## src/rtl/bulls_cows_pkg.sv

```systemverilog
// Shared types and helpers for the Bulls & Cows game controller.
// Display field format is {enable, value[3:0], dp}.
package bulls_cows_pkg;

  typedef enum logic [2:0] {
    SECRET_J1, SECRET_J2, GUESS_J1, GUESS_J2, SCORE, RESULT_J1, RESULT_J2, WIN
  } state_t;

  typedef logic [5:0] digit_t;

  localparam digit_t DIG_BLANK = 6'b0;

  function automatic digit_t mk_digit(input logic [3:0] val, input logic dp);
    return {1'b1, val, dp};
  endfunction

  function automatic logic digits_distinct(input logic [15:0] v);
    logic ok;
    ok = 1'b1;
    for (int i = 0; i < 4; i++)
      for (int j = i + 1; j < 4; j++)
        if (v[4*i +: 4] == v[4*j +: 4]) ok = 1'b0;
    return ok;
  endfunction

endpackage

```

## src/rtl/bulls_cows_score.sv

```systemverilog
// Registered bulls/cows scorer: result and a 1-cycle valid pulse one clock after start.
// No backpressure; results hold until the next start.
module bulls_cows_score (
  input  logic        clock,
  input  logic        reset,
  input  logic        start,
  input  logic [15:0] guess,
  input  logic [15:0] secret,
  output logic        valid,
  output logic [2:0]  bulls,
  output logic [2:0]  cows
);

  logic [2:0] bulls_nxt;
  logic [2:0] cows_nxt;
  logic       hit;

  always_comb begin
    bulls_nxt = 3'd0;
    cows_nxt  = 3'd0;
    hit       = 1'b0;
    for (int i = 0; i < 4; i++) begin
      hit = 1'b0;
      if (guess[4*i +: 4] == secret[4*i +: 4]) begin
        bulls_nxt = bulls_nxt + 3'd1;
      end else begin
        for (int j = 0; j < 4; j++)
          if (j != i && guess[4*i +: 4] == secret[4*j +: 4]) hit = 1'b1;
        if (hit) cows_nxt = cows_nxt + 3'd1;
      end
    end
  end

  always_ff @(posedge clock) begin
    if (reset) begin
      valid <= 1'b0;
      bulls <= 3'd0;
      cows  <= 3'd0;
    end else begin
      valid <= start;
      if (start) begin
        bulls <= bulls_nxt;
        cows  <= cows_nxt;
      end
    end
  end

endmodule

```

## src/rtl/bulls_cows_game_ctrl.sv

```systemverilog
// Bulls & Cows game sequencer: debounced confirm, secret/guess entry, scoring and display fields.
// Display lags state by one cycle; confirm presses arriving in SCORE are dropped.
module bulls_cows_game_ctrl
  import bulls_cows_pkg::*;
#(
  parameter int DEBOUNCE_CYCLES = 1_000_000,
  parameter int ATTEMPT_W       = 8
) (
  input  logic        clock,
  input  logic        reset,
  input  logic        confirm,
  input  logic [15:0] SW,
  output digit_t      d1,
  output digit_t      d2,
  output digit_t      d3,
  output digit_t      d4,
  output digit_t      d5,
  output digit_t      d6,
  output digit_t      d7,
  output digit_t      d8,
  output state_t      game_state,
  output logic        entry_err
);

  localparam int CW = $clog2(DEBOUNCE_CYCLES + 1);

  state_t               state, state_nxt;
  logic                 sync1, sync2, deb_level, deb_level_q, confirm_evt;
  logic [CW-1:0]        deb_cnt;
  logic [15:0]          sec1, sec2, guess;
  logic                 player;
  logic [ATTEMPT_W-1:0] att1, att2;
  logic                 entry_state, accept, reject, score_start, score_valid;
  logic [2:0]           bulls, cows;
  digit_t [8:1]         disp, disp_nxt;
  logic [7:0]           att_show;
  logic [15:0]          val_show;
  logic                 show_low;

  // Confirm conditioning: 2-flop sync, then level accepted after N equal samples.
  always_ff @(posedge clock) begin
    if (reset) begin
      sync1       <= 1'b0;
      sync2       <= 1'b0;
      deb_level   <= 1'b0;
      deb_level_q <= 1'b0;
      deb_cnt     <= '0;
    end else begin
      sync1       <= confirm;
      sync2       <= sync1;
      deb_level_q <= deb_level;
      if (sync2 == deb_level) begin
        deb_cnt <= '0;
      end else if (deb_cnt == CW'(DEBOUNCE_CYCLES - 1)) begin
        deb_level <= sync2;
        deb_cnt   <= '0;
      end else begin
        deb_cnt <= deb_cnt + 1'b1;
      end
    end
  end

  assign confirm_evt = deb_level & ~deb_level_q;

  assign entry_state = (state == SECRET_J1) || (state == SECRET_J2) ||
                       (state == GUESS_J1)  || (state == GUESS_J2);
  assign accept      = confirm_evt && entry_state && digits_distinct(SW);
  assign reject      = confirm_evt && entry_state && !digits_distinct(SW);
  assign score_start = accept && ((state == GUESS_J1) || (state == GUESS_J2));

  bulls_cows_score u_score (
    .clock  (clock),
    .reset  (reset),
    .start  (score_start),
    .guess  (SW),
    .secret ((state == GUESS_J1) ? sec2 : sec1),
    .valid  (score_valid),
    .bulls  (bulls),
    .cows   (cows)
  );

  always_ff @(posedge clock) begin
    if (reset) state <= SECRET_J1;
    else       state <= state_nxt;
  end

  always_comb begin
    state_nxt = state;
    case (state)
      SECRET_J1: if (accept) state_nxt = SECRET_J2;
      SECRET_J2: if (accept) state_nxt = GUESS_J1;
      GUESS_J1,
      GUESS_J2:  if (accept) state_nxt = SCORE;
      SCORE:     if (score_valid)
                   state_nxt = (bulls == 3'd4) ? WIN : (player ? RESULT_J2 : RESULT_J1);
      RESULT_J1: if (confirm_evt) state_nxt = GUESS_J2;
      RESULT_J2: if (confirm_evt) state_nxt = GUESS_J1;
      WIN:       if (confirm_evt) state_nxt = SECRET_J1;
      default:   state_nxt = SECRET_J1;
    endcase
  end

  always_ff @(posedge clock) begin
    if (reset) begin
      sec1      <= '0;
      sec2      <= '0;
      guess     <= '0;
      player    <= 1'b0;
      att1      <= '0;
      att2      <= '0;
      entry_err <= 1'b0;
    end else begin
      if (reject) entry_err <= 1'b1;
      if (accept) begin
        entry_err <= 1'b0;
        case (state)
          SECRET_J1: sec1 <= SW;
          SECRET_J2: sec2 <= SW;
          GUESS_J1: begin
            guess  <= SW;
            player <= 1'b0;
            if (att1 != '1) att1 <= att1 + 1'b1;
          end
          GUESS_J2: begin
            guess  <= SW;
            player <= 1'b1;
            if (att2 != '1) att2 <= att2 + 1'b1;
          end
          default: ;
        endcase
      end
      if (state == WIN && confirm_evt) begin
        sec1      <= '0;
        sec2      <= '0;
        att1      <= '0;
        att2      <= '0;
        entry_err <= 1'b0;
      end
    end
  end

  always_comb begin
    disp_nxt = '0;
    att_show = (state == GUESS_J2 || (state == WIN && player)) ? 8'(att2) : 8'(att1);
    val_show = SW;
    show_low = 1'b0;
    case (state)
      SECRET_J1, SECRET_J2: begin
        disp_nxt[8] = mk_digit((state == SECRET_J2) ? 4'd2 : 4'd1, 1'b1);
        show_low    = 1'b1;
      end
      GUESS_J1, GUESS_J2: begin
        disp_nxt[8] = mk_digit((state == GUESS_J2) ? 4'd2 : 4'd1, 1'b0);
        disp_nxt[7] = mk_digit(att_show[7:4], 1'b0);
        disp_nxt[6] = mk_digit(att_show[3:0], 1'b0);
        show_low    = 1'b1;
      end
      RESULT_J1, RESULT_J2: begin
        disp_nxt[8] = mk_digit((state == RESULT_J2) ? 4'd2 : 4'd1, 1'b0);
        disp_nxt[7] = mk_digit({1'b0, bulls}, 1'b1);
        disp_nxt[6] = mk_digit({1'b0, cows}, 1'b0);
        val_show    = guess;
        show_low    = 1'b1;
      end
      WIN: begin
        disp_nxt[8] = mk_digit(player ? 4'd2 : 4'd1, 1'b1);
        disp_nxt[7] = mk_digit(att_show[7:4], 1'b0);
        disp_nxt[6] = mk_digit(att_show[3:0], 1'b0);
        val_show    = guess;
        show_low    = 1'b1;
      end
      default: ;
    endcase
    if (show_low)
      for (int k = 0; k < 4; k++) disp_nxt[k+1] = mk_digit(val_show[4*k +: 4], 1'b0);
  end

  always_ff @(posedge clock) begin
    if (reset) disp <= {8{DIG_BLANK}};
    else       disp <= disp_nxt;
  end

  assign {d8, d7, d6, d5, d4, d3, d2, d1} = disp;
  assign game_state = state;

endmodule
```

## config.mk

```make
export PLATFORM = sky130hd
export DESIGN_NAME = bulls_cows_game_ctrl
export DESIGN_NICKNAME = d
export VERILOG_FILES = /design/src/rtl/bulls_cows_pkg.sv /design/src/rtl/bulls_cows_score.sv /design/src/rtl/bulls_cows_game_ctrl.sv
export SDC_FILE = /design/constraint.sdc
export NUM_CORES = 1
export LEC_CHECK = 0
export BUFFER_PORTS_ARGS = -buffer_cell sky130_fd_sc_hd__buf_2
export CAP_MARGIN = 20
export CORE_MARGIN = 2
export CORE_UTILIZATION = 50
export DETAILED_ROUTE_END_ITERATION = 10
export PLACE_DENSITY_LB_ADDON = 0.05
export SLEW_MARGIN = 20
export SYNTH_ARGS = -nofsm -noshare
export SYNTH_HDL_FRONTEND = slang
export SYNTH_SLANG_ARGS = --single-unit
```

## constraint.sdc

```tcl
create_clock -name clock -period 5.05 [get_ports clock]
set_clock_uncertainty 0.2 [all_clocks]
set_input_delay 1.01 -clock clock [delete_from_list [all_inputs] [get_ports clock]]
set_output_delay 1.01 -clock clock [all_outputs]
set_load 0.01 [all_outputs]
```

==> results of run 1 <==
## routing by layer
| metal | global-route usage (%) | share of wire (%) | vias up |
|---|---|---|---|
| li1 | - | - | 2941 |
| met1 | 31.5 | 44 | 2848 |
| met2 | 40.8 | 47 | 187 |
| met3 | 6.50 | 6.2 | 33 |
| met4 | 8.74 | 1.9 | 0 |
| met5 | 0 | 0 | - |
## synthesized netlist by cell type (6+ instances only)
cell / n
a211oi_1: 9
a21oi_1: 63
and3_1: 11
buf_1: 10
buf_2: 6
buf_4: 18
clkbuf_1: 36
dfxtp_1: 131
ha_1: 9
inv_1: 24
mux2i_1: 40
nand2_1: 111
nand2b_1: 10
nand3_1: 15
nand4_1: 22
nor2_1: 112
nor2b_1: 10
o21ai_0: 24
xnor2_1: 72
xor2_1: 42
## worst paths after layout
check | end | slack [ns] | depth (start not counted)
max | u_score.cows[1] | 0.64 | 16
min | sync2 | 0.24 | 1
max reg2reg | u_score.cows[1] | 0.64 | 16
min reg2reg | sync2 | 0.24 | 1
## cells by family (layout without fill, tap and decap cells)
logic type      Yosys count  count (layout)  share of synthesized area [%]
simple gates            321             321                           20.8
compound gates          143             143                           12.9
flops                   131             131                           37.0
xor+xnor                114             114                           14.1
buf+inv                  98             128                           6.57
mux                      46              46                           7.04
fa+ha+maj                 9               9                           1.59
other cells               1              13                         0.0529
## report_power, final
part | internal (mW) | total, mW | switching (mW)
Clock | 0.967 | 1.44 | 0.474
Sequential | 1.04 | 1.05 | 0.00329
Combinational | 0.0659 | 0.180 | 0.114
## state kept, by name, indices dropped and copies added (netlist names), 3 cells and up
signal	cells
att1	8
att2	8
d1	5
d2	4
d3	4
d4	4
d6	4
d7	6
d8	4
deb_cnt	20
game_state	3
guess	16
sec1	16
sec2	16
u_score.bulls	3
u_score.cows	3
## stage by stage
| stage | power, mW | instance area (sq um) | util (%) | hold slack [ns] |
|---|---|---|---|---|
| after detailed placement | 1.25 | 7400 | 53.3 | 0.226 |
| final | 2.67 | 8090 | 58.3 | 0.241 |
| after global routing | 2.76 | 8090 | 58.3 | 0.262 |
| after global placement | 1.24 | 7390 | 53.3 | 0.236 |
| after CTS | 2.69 | 8090 | 58.3 | 0.249 |
| after floorplan | 1.20 | 7130 | - | 0.214 |
## area by class of cell
| type | count | area, sq um | share of cell area, % |
|---|---|---|---|
| clock buffer | 20 | 467 | 5.77 |
| clock inverter | 12 | 225 | 2.78 |
| inverter | 25 | 93.8 | 1.16 |
| multi-input combinational | 646 | 4070 | 50.3 |
| sequential | 131 | 2620 | 32.4 |
| tap | 180 | 225 | 2.78 |
| timing repair buffer | 71 | 390 | 4.83 |
==> impl_metrics.py, run 1 <==
metrics = {
    "run_status": {
        "status": "finished clean",
    },
    "global_routing": {
        "grt_start_max_net_pins": 50,
        "grt_pass1_vias": 5720,
        "grt_pass1_wl_mm": 29.2,
        "grt_usage_pct": 24.8,
        "antenna_found_initial": 0,
        "grt_overflow": 0,
    },
    "setup_path": {
        "path_class": "reg2reg",
        "cp.arrival_ns": 4.52,
        "worst_setup_path_start_kind": "flip-flop",
        "crit_path_end_kind": "flip-flop",
        "critical_path.max_stage_delay_ns": 0.61,
        "cp_num_buf_inv": 1,
        "cp.required_ns": 5.16,
        "cp_top_family": "simple AND/OR/NAND/NOR gates",
        "crit_chain": "or3b_1 -> buf_4 -> mux2i_1 -> a221o_1 -> nor3_1 -> o32ai_1 -> nor2_1 -> ha_1 -> nand2_1 -> o31ai_4 -> ha_1 -> mux2_4 -> ha_1 -> nand2b_1 -> o211ai_1 -> nand2_1",
        "crit_slowest_cell": "or3b_1",
        "cp-startpoint": "game_state[1]",
        "critPathMaxFanout": 11,
        "r2r-start": "game_state[1]",
        "critPathMostFrequentCell": "ha_1",
    },
    "sta": {
        "slew_headroom_pct": 25.0,
        "tightestPinTransition_ns": 1.12,
        "worst_slack_ns": 0.640,
        "final_max_slew_viol_count": 0,
        "period_share_pct": 87.3,
        "grt_setup_unrepaired": "false",
        "setup_tns_ns": 0,
        "setup_viol": 0,
        "hold_violations": 0,
        "fmax_mhz": 227,
        "fin_crit_ns": 4.41,
    },
    "clock_tree": {
        "cts_buffers": 17,
        "insertion_delay_ns": 0.43,
        "cts_sinks": 131,
        "cts_setup_buffers": 0,
        "cts_buffer_depth": 2,
        "cts_resized": 0,
        "cts_tree": "yes",
        "cts-root-buf": "clkbuf_16",
        "holdBufCountCts": 0,
        "htreeDepth": 4,
        "clk_pin_slew_worst_paths_ns": 0.05,
    },
    "floorplanning": {
        "core_sq_um": 13900,
        "io_pins": 71,
        "dieHeight_microns": 123,
        "start_util_pct": 51.1,
        "rows": 43,
        "fp.dieW_microns": 123,
        "dieArea_sq_um": 15100,
    },
    "final_layout": {
        "n_fill_cell": 1278,
        "mostFrequentLayoutCell": "dfxtp_1",
        "drive_gt1_share_pct": 13.5,
        "syn_to_final_growth_pct": 14.1,
        "final_cell_mix": "131 x dfxtp_1, 112 x nor2_1, 111 x nand2_1, 72 x xnor2_1, 63 x a21oi_1",
        "layoutNonFillerInstCount": 1085,
        "fin_nets": 920,
        "diodes": 0,
    },
    "detailed_routing": {
        "drt_first_pass_iters": 5,
        "dr_total_vias": 6009,
        "routed_wl_mm": 18.1,
        "antenna_left": 0,
        "drtIter0Drc": 448,
        "detail_route.wl_per_cell_microns": 16.7,
        "drc": 0,
        "viasPerCell": 5.54,
    },
    "synthesis": {
        "yosysSeqAreaShare_pct": 37.0,
        "ys_warn_count": 0,
        "synth_cells": 863,
        "yosysTopAreaCell": "dfxtp_1",
        "synthArstFlopShare_pct": 0,
        "syn-cell-area_sq_um": 7090,
        "synth_seq_cells": 131,
        "yosys-top-cells-area": "dfxtp_1 37%, xnor2_1 8.9%, nor2_1 5.9%, nand2_1 5.9%, mux2i_1 5.6%",
        "synth_top_area_share_pct": 37.0,
        "syn_area_per_cell_sq_um": 8.21,
        "synth_cell_types": 66,
        "synth_edf_count": 0,
        "ys.flop_type": "dfxtp_1",
    },
    "placed_design": {
        "dp_hpwl_mm": 12.2,
        "place_ws_ns": 0.411,
        "dp.cells": 1053,
        "place.gp.congestion": 0.939,
        "io_buffers": 57,
    },
    "hold_path": {
        "holdCritStartpoint": "sync1",
        "min_path_type": "reg2reg",
    },
    "power_and_ir_drop": {
        "vdd.ir_drop.worst_v": 0.000294,
        "leakagePower_nw": 3.21,
        "p_per_area_nw_per_um2": 330,
    },
    "flow_run": {
        "max-cap-violations": 0,
    },
}
Note: power is estimated with default switching activity, not from simulation.
==> inputs of run 2 (changes only) <==
==> constraint.sdc (replaced) <==
create_clock -name clock -period 4.7 [get_ports clock]
set_clock_uncertainty 0.2 [all_clocks]
set_input_delay 0.94 -clock clock [delete_from_list [all_inputs] [get_ports clock]]
set_output_delay 0.94 -clock clock [all_outputs]
set_load 0.01 [all_outputs]
==> run 2 against run 1 <==
Compared with the run above:
- clock power is 13% lower
- global-route usage decreased by 0.071 points
- final cell count increased by 0.37%
- critical path type unchanged
- largest cell class unchanged
- largest power group unchanged
==> impl_metrics.py, run 2 (synthesis results as in run 1) <==
metrics = {
    "floorplanning": {
        "io_pins": 71,
        "dieHeight_microns": 123,
        "start_util_pct": 51.1,
        "core_sq_um": 13900,
        "dieArea_sq_um": 15100,
        "fp.dieW_microns": 123,
        "rows": 43,
    },
    "run_status": {
        "status": "finished clean",
    },
    "sta": {
        "setup_tns_ns": 0,
        "fmax_mhz": 235,
        "tightestPinTransition_ns": 1.06,
        "final_max_slew_viol_count": 0,
        "slew_headroom_pct": 29.3,
        "holdWs_ns": 0.244,
        "grt_setup_unrepaired": "false",
        "setup_viol": 0,
        "period_share_pct": 90.6,
        "fin_crit_ns": 4.26,
        "hold_violations": 0,
    },
    "clock_tree": {
        "cts_tree": "yes",
        "clk_pin_slew_worst_paths_ns": 0.06,
        "htreeDepth": 4,
        "cts_setup_buffers": 0,
        "cts_sinks": 131,
        "cts-root-buf": "clkbuf_16",
        "insertion_delay_ns": 0.43,
        "cts_buffer_depth": 2,
        "cts_resized": 0,
        "cts_buffers": 17,
        "holdBufCountCts": 0,
    },
    "detailed_routing": {
        "drt_first_pass_iters": 5,
        "detail_route.wl_per_cell_microns": 16.3,
        "dr_total_vias": 6042,
        "viasPerCell": 5.55,
        "routed_wl_mm": 17.7,
        "drc": 0,
        "drtIter0Drc": 387,
        "antenna_left": 0,
    },
    "final_layout": {
        "diodes": 0,
        "layoutNonFillerInstCount": 1089,
        "n_fill_cell": 1286,
        "syn_to_final_growth_pct": 13.0,
        "final_cell_mix": "131 x dfxtp_1, 112 x nor2_1, 111 x nand2_1, 72 x xnor2_1, 63 x a21oi_1",
        "drive_gt1_share_pct": 13.9,
        "regMostFlops": "deb_cnt",
        "largest_reg_flops": 20,
        "mostFrequentLayoutCell": "dfxtp_1",
        "fin_nets": 924,
    },
    "global_routing": {
        "grt_usage_pct": 24.8,
        "grt_overflow": 0,
        "grt_pass1_vias": 5705,
        "grt_start_max_net_pins": 40,
        "grt_pass1_wl_mm": 29.1,
        "antenna_found_initial": 0,
    },
    "hold_path": {
        "min_path_type": "reg2reg",
    },
    "placed_design": {
        "io_buffers": 57,
        "place.gp.congestion": 0.957,
        "dp_hpwl_mm": 12.4,
        "dp.cells": 1057,
    },
    "power_and_ir_drop": {
        "p_switching_uw": 634,
        "swShare_pct": 24.6,
        "power_frac_seq_pct": 43.6,
        "pwr-share-comb_pct": 7.6,
        "vdd.ir_drop.worst_v": 0.000271,
        "clockPowerShare_pct": 48.8,
        "p_int_mw": 1.94,
        "p_per_area_nw_per_um2": 322,
        "leakagePower_nw": 3.17,
    },
    "setup_path": {
        "crit_slowest_cell": "o32ai_1",
        "crit_path_end_kind": "flip-flop",
        "critPathMostFrequentCell": "ha_1",
        "cp.arrival_ns": 4.36,
        "worst_setup_path_start_kind": "flip-flop",
        "path_class": "reg2reg",
        "cp.required_ns": 4.81,
        "cp_num_buf_inv": 1,
        "critPathMaxFanout": 20,
        "critical_path.max_stage_delay_ns": 0.55,
        "crit_chain": "or3b_1 -> buf_4 -> mux2i_2 -> a21oi_1 -> and3b_1 -> o32ai_1 -> nor2_1 -> ha_1 -> nand2_1 -> o31ai_4 -> ha_1 -> mux2_4 -> ha_1 -> nand2b_1 -> o211ai_1 -> nand2_1",
        "cp_top_family": "simple AND/OR/NAND/NOR gates",
    },
    "flow_run": {
        "max-cap-violations": 0,
    },
}
## run 2: cell types whose count changed in the layout (fill, tap and decap cells not counted)
cell / before / now
inv_8: 1 / 0
clkinv_4: 1 / 0
inv_6: 0 / 1
buf_4: 14 / 17
clkinv_2: 2 / 5
bufinv_16: 6 / 1
buf_16: 0 / 1
clkbuf_8: 3 / 2
clkinvlp_4: 2 / 6
## run 2: layer usage
metal,global-route usage (%),up-vias,part of all wire [%]
met1,31.8,2908,45
met4,6.75,0,1.2
li1,-,2948,-
met5,0,-,0
met3,6.13,19,5.4
met2,41.5,167,48
## run 2: area by class of cell
cell class	instances	area (sq um)	area share, %
repair buffers	75	440	5.50
clock buffers	19	453	5.66
clock inverters	13	109	1.36
multi-input cells	646	4070	50.8
inverters	25	93.8	1.17
well taps	180	225	2.81
flip-flops and latches	131	2620	32.7
## run 2: power by group through the flow
stage                     Sequential [mW]  Combinational [mW]  Clock (mW)
after floorplan                      1.15               0.140           0
after CTS                            1.12               0.196        1.28
after global routing                 1.12               0.217        1.33
after global placement               1.15               0.188           0
final                                1.12               0.196        1.26
after detailed placement             1.15               0.195           0
## run 2: final timing paths
check / start / to / depth (start not counted) / slack (ns)
setup / recovery: game_state[2] / u_score.cows[1] / 16 / 0.44
setup reg to reg: game_state[2] / u_score.cows[1] / 16 / 0.44
hold / removal: sync1 / sync2 / 1 / 0.24
hold reg to reg: sync1 / sync2 / 1 / 0.24
## run 2: through the flow
stage	power (mW)	area (sq um)	setup slack (ns)	utilization (%)
2_1_floorplan	1.29	7130	0.316	-
3_3_place_gp	1.34	7420	0.238	53.4
3_5_place_dp	1.34	7450	0.127	53.7
4_1_cts	2.60	8010	0.460	57.7
5_1_grt	2.67	8010	0.158	57.7
6_report	2.58	8010	0.444	57.7
==> inputs of run 3 (changes only) <==
--- a/config.mk
+++ b/config.mk
@@ -7,7 +7,7 @@
 export LEC_CHECK = 0
 export BUFFER_PORTS_ARGS = -buffer_cell sky130_fd_sc_hd__buf_2
 export CAP_MARGIN = 20
-export CORE_MARGIN = 2
+export CORE_MARGIN = 5
 export CORE_UTILIZATION = 50
 export DETAILED_ROUTE_END_ITERATION = 10
 export PLACE_DENSITY_LB_ADDON = 0.05
==> run 3 against run 2 <==
Compared with the run above:
- count of clock-buffer cells in the layout is 1 higher
- die area up 10%
- first-iteration DRC count is 40% higher
- sequential share of layout area is 0.14 points lower
- critical path depth stayed put
- via count fell by 0.41%
- core utilization grew 0.24 points
- worst setup slack worse by 0.028 ns
- sequential power is essentially flat
- non-clock buffer count decreased by 1
- register-to-register slack worse by 0.03 ns
- wire length increased by 3.0%
==> impl_metrics.py, run 3 (synthesis results as in run 1) <==
metrics = {
    "power_and_ir_drop": {
        "clockPowerShare_pct": 50.7,
        "swShare_pct": 23.7,
        "power_frac_seq_pct": 41.9,
        "pwr-share-comb_pct": 7.3,
        "vdd.ir_drop.worst_v": 0.000270,
        "p_per_area_nw_per_um2": 333,
        "p_switching_uw": 637,
        "leakagePower_nw": 3.19,
        "p_int_mw": 2.04,
    },
    "sta": {
        "tightestPinTransition_ns": 1.08,
        "setup_viol": 0,
        "hold_violations": 0,
        "fmax_mhz": 233,
        "setup_tns_ns": 0,
        "fin_crit_ns": 4.28,
        "period_share_pct": 91.2,
        "final_max_slew_viol_count": 0,
        "grt_setup_unrepaired": "false",
        "slew_headroom_pct": 27.8,
    },
    "clock_tree": {
        "insertion_delay_ns": 0.42,
        "cts_buffer_depth": 2,
        "clk_pin_slew_worst_paths_ns": 0.06,
        "cts-root-buf": "clkbuf_16",
        "htreeDepth": 4,
        "holdBufCountCts": 0,
        "cts_tree": "yes",
        "cts_setup_buffers": 0,
        "cts_buffers": 17,
        "cts_sinks": 131,
        "cts_resized": 0,
    },
    "global_routing": {
        "grt_start_max_net_pins": 40,
        "grt_pass1_vias": 5822,
        "antenna_found_initial": 0,
        "grt_pass1_wl_mm": 29.2,
        "grt_overflow": 0,
        "grt_usage_pct": 22.1,
    },
    "final_layout": {
        "layoutNonFillerInstCount": 1088,
        "mostFrequentLayoutCell": "dfxtp_1",
        "drive_gt1_share_pct": 13.5,
        "syn_to_final_growth_pct": 13.4,
        "final_cell_mix": "131 x dfxtp_1, 112 x nor2_1, 111 x nand2_1, 72 x xnor2_1, 63 x a21oi_1",
        "largest_reg_flops": 20,
        "fin_nets": 923,
        "regMostFlops": "deb_cnt",
        "diodes": 0,
        "n_fill_cell": 1321,
    },
    "detailed_routing": {
        "detail_route.wl_per_cell_microns": 16.8,
        "antenna_left": 0,
        "viasPerCell": 5.53,
        "dr_total_vias": 6017,
        "drt_first_pass_iters": 8,
        "drc": 0,
        "drtIter0Drc": 541,
        "routed_wl_mm": 18.3,
    },
    "setup_path": {
        "r2r-start": "game_state[1]",
        "worst_r2r_path_depth": 16,
        "r2r_end": "u_score.cows[1]",
        "cp.required_ns": 4.81,
        "path_class": "reg2reg",
        "worst_setup_path_start_kind": "flip-flop",
        "regToRegSetupSlack_ns": 0.42,
        "critPathMaxFanout": 10,
        "crit_path_end_kind": "flip-flop",
        "cp.arrival_ns": 4.39,
    },
    "floorplanning": {
        "core_sq_um": 13900,
        "start_util_pct": 51.1,
        "rows": 43,
        "dieArea_sq_um": 16700,
        "fp.dieW_microns": 129,
        "dieHeight_microns": 129,
        "io_pins": 71,
    },
    "flow_run": {
        "max-cap-violations": 0,
    },
    "hold_path": {
        "min_path_cells": 1,
        "holdCritStartpoint": "sync1",
        "min_path_type": "reg2reg",
        "hold_end": "sync2",
    },
    "placed_design": {
        "io_buffers": 57,
        "dp_hpwl_mm": 12.8,
        "dp.cells": 1056,
        "place.gp.congestion": 0.935,
    },
    "run_status": {
        "status": "finished clean",
    },
}
## run 3: cell count changes in the layout (fill, tap and decap cells not counted)
cell,previous run,this run
inv_6,1,0
clkbuf_1,0,2
bufinv_16,1,3
buf_4,17,16
clkinv_2,5,3
clkinv_4,0,2
inv_8,0,1
clkbuf_8,2,1
clkinvlp_4,6,3
## run 3: metrics by stage
stage	setup slack [ns]	total power [mW]	hold slack [ns]	area (sq um)	utilization (%)
finish	0.416	2.68	0.243	8040	57.9
global route	0.189	2.77	0.260	8040	57.9
CTS	0.450	2.70	0.252	8040	57.9
detailed placement	0.218	1.34	0.235	7440	53.6
global placement	0.307	1.34	0.240	7410	53.4
floorplan	0.316	1.29	0.214	7130	-
## run 3: critical path: stages (launching register included)
cell	delay, ns
dfxtp_1	0.36
buf_4	0.17
nor3b_2	0.49
a2111oi_0	0.19
a221oi_1	0.43
o31ai_1	0.13
o32ai_1	0.45
nor2_1	0.11
ha_1	0.31
nand2_1	0.10
o31ai_4	0.11
ha_1	0.29
mux2_4	0.26
ha_1	0.28
nand2b_1	0.14
o211ai_1	0.09
nand2_1	0.07
## run 3: power by group through the flow
stage | clock [mW] | combinational (mW) | sequential (mW)
2_1_floorplan | 0 | 0.140 | 1.15
3_3_place_gp | 0 | 0.188 | 1.15
3_5_place_dp | 0 | 0.195 | 1.15
4_1_cts | 1.38 | 0.196 | 1.12
5_1_grt | 1.43 | 0.214 | 1.12
6_report | 1.36 | 0.197 | 1.12
## run 3: worst max path at each step
stage / start / end / depth (start not counted) / slack (ns)
5_1_grt: game_state[1] / u_score.cows[1] / 16 / 0.19
2_1_floorplan: SW[1] / u_score.cows[1] / 16 / 0.32
6_report: game_state[1] / u_score.cows[1] / 16 / 0.42
3_3_place_gp: SW[2] / u_score.cows[1] / 16 / 0.31
4_1_cts: game_state[2] / u_score.cows[1] / 16 / 0.45
3_5_place_dp: SW[2] / u_score.cows[1] / 16 / 0.22
## run 3: area by class of cell
class                      instances  area (sq um)  share of cell area [%]
timing repair buffer              74           433                    5.38
multi-input combinational        646          4070                    50.5
tap                              180           225                    2.80
clock inverter                    12           156                    1.94
clock buffer                      20           447                    5.55
sequential                       131          2620                    32.6
inverter                          25          93.8                    1.17
## run 3: routing by layer
layer  routed length, microns  track usage (%)  vias up
li1                         -                -     2947
met1                     8320             28.4     2861
met2                     8660             36.3      176
met3                      812             5.03       33
met4                      463             8.34        0
met5                        0                0        -
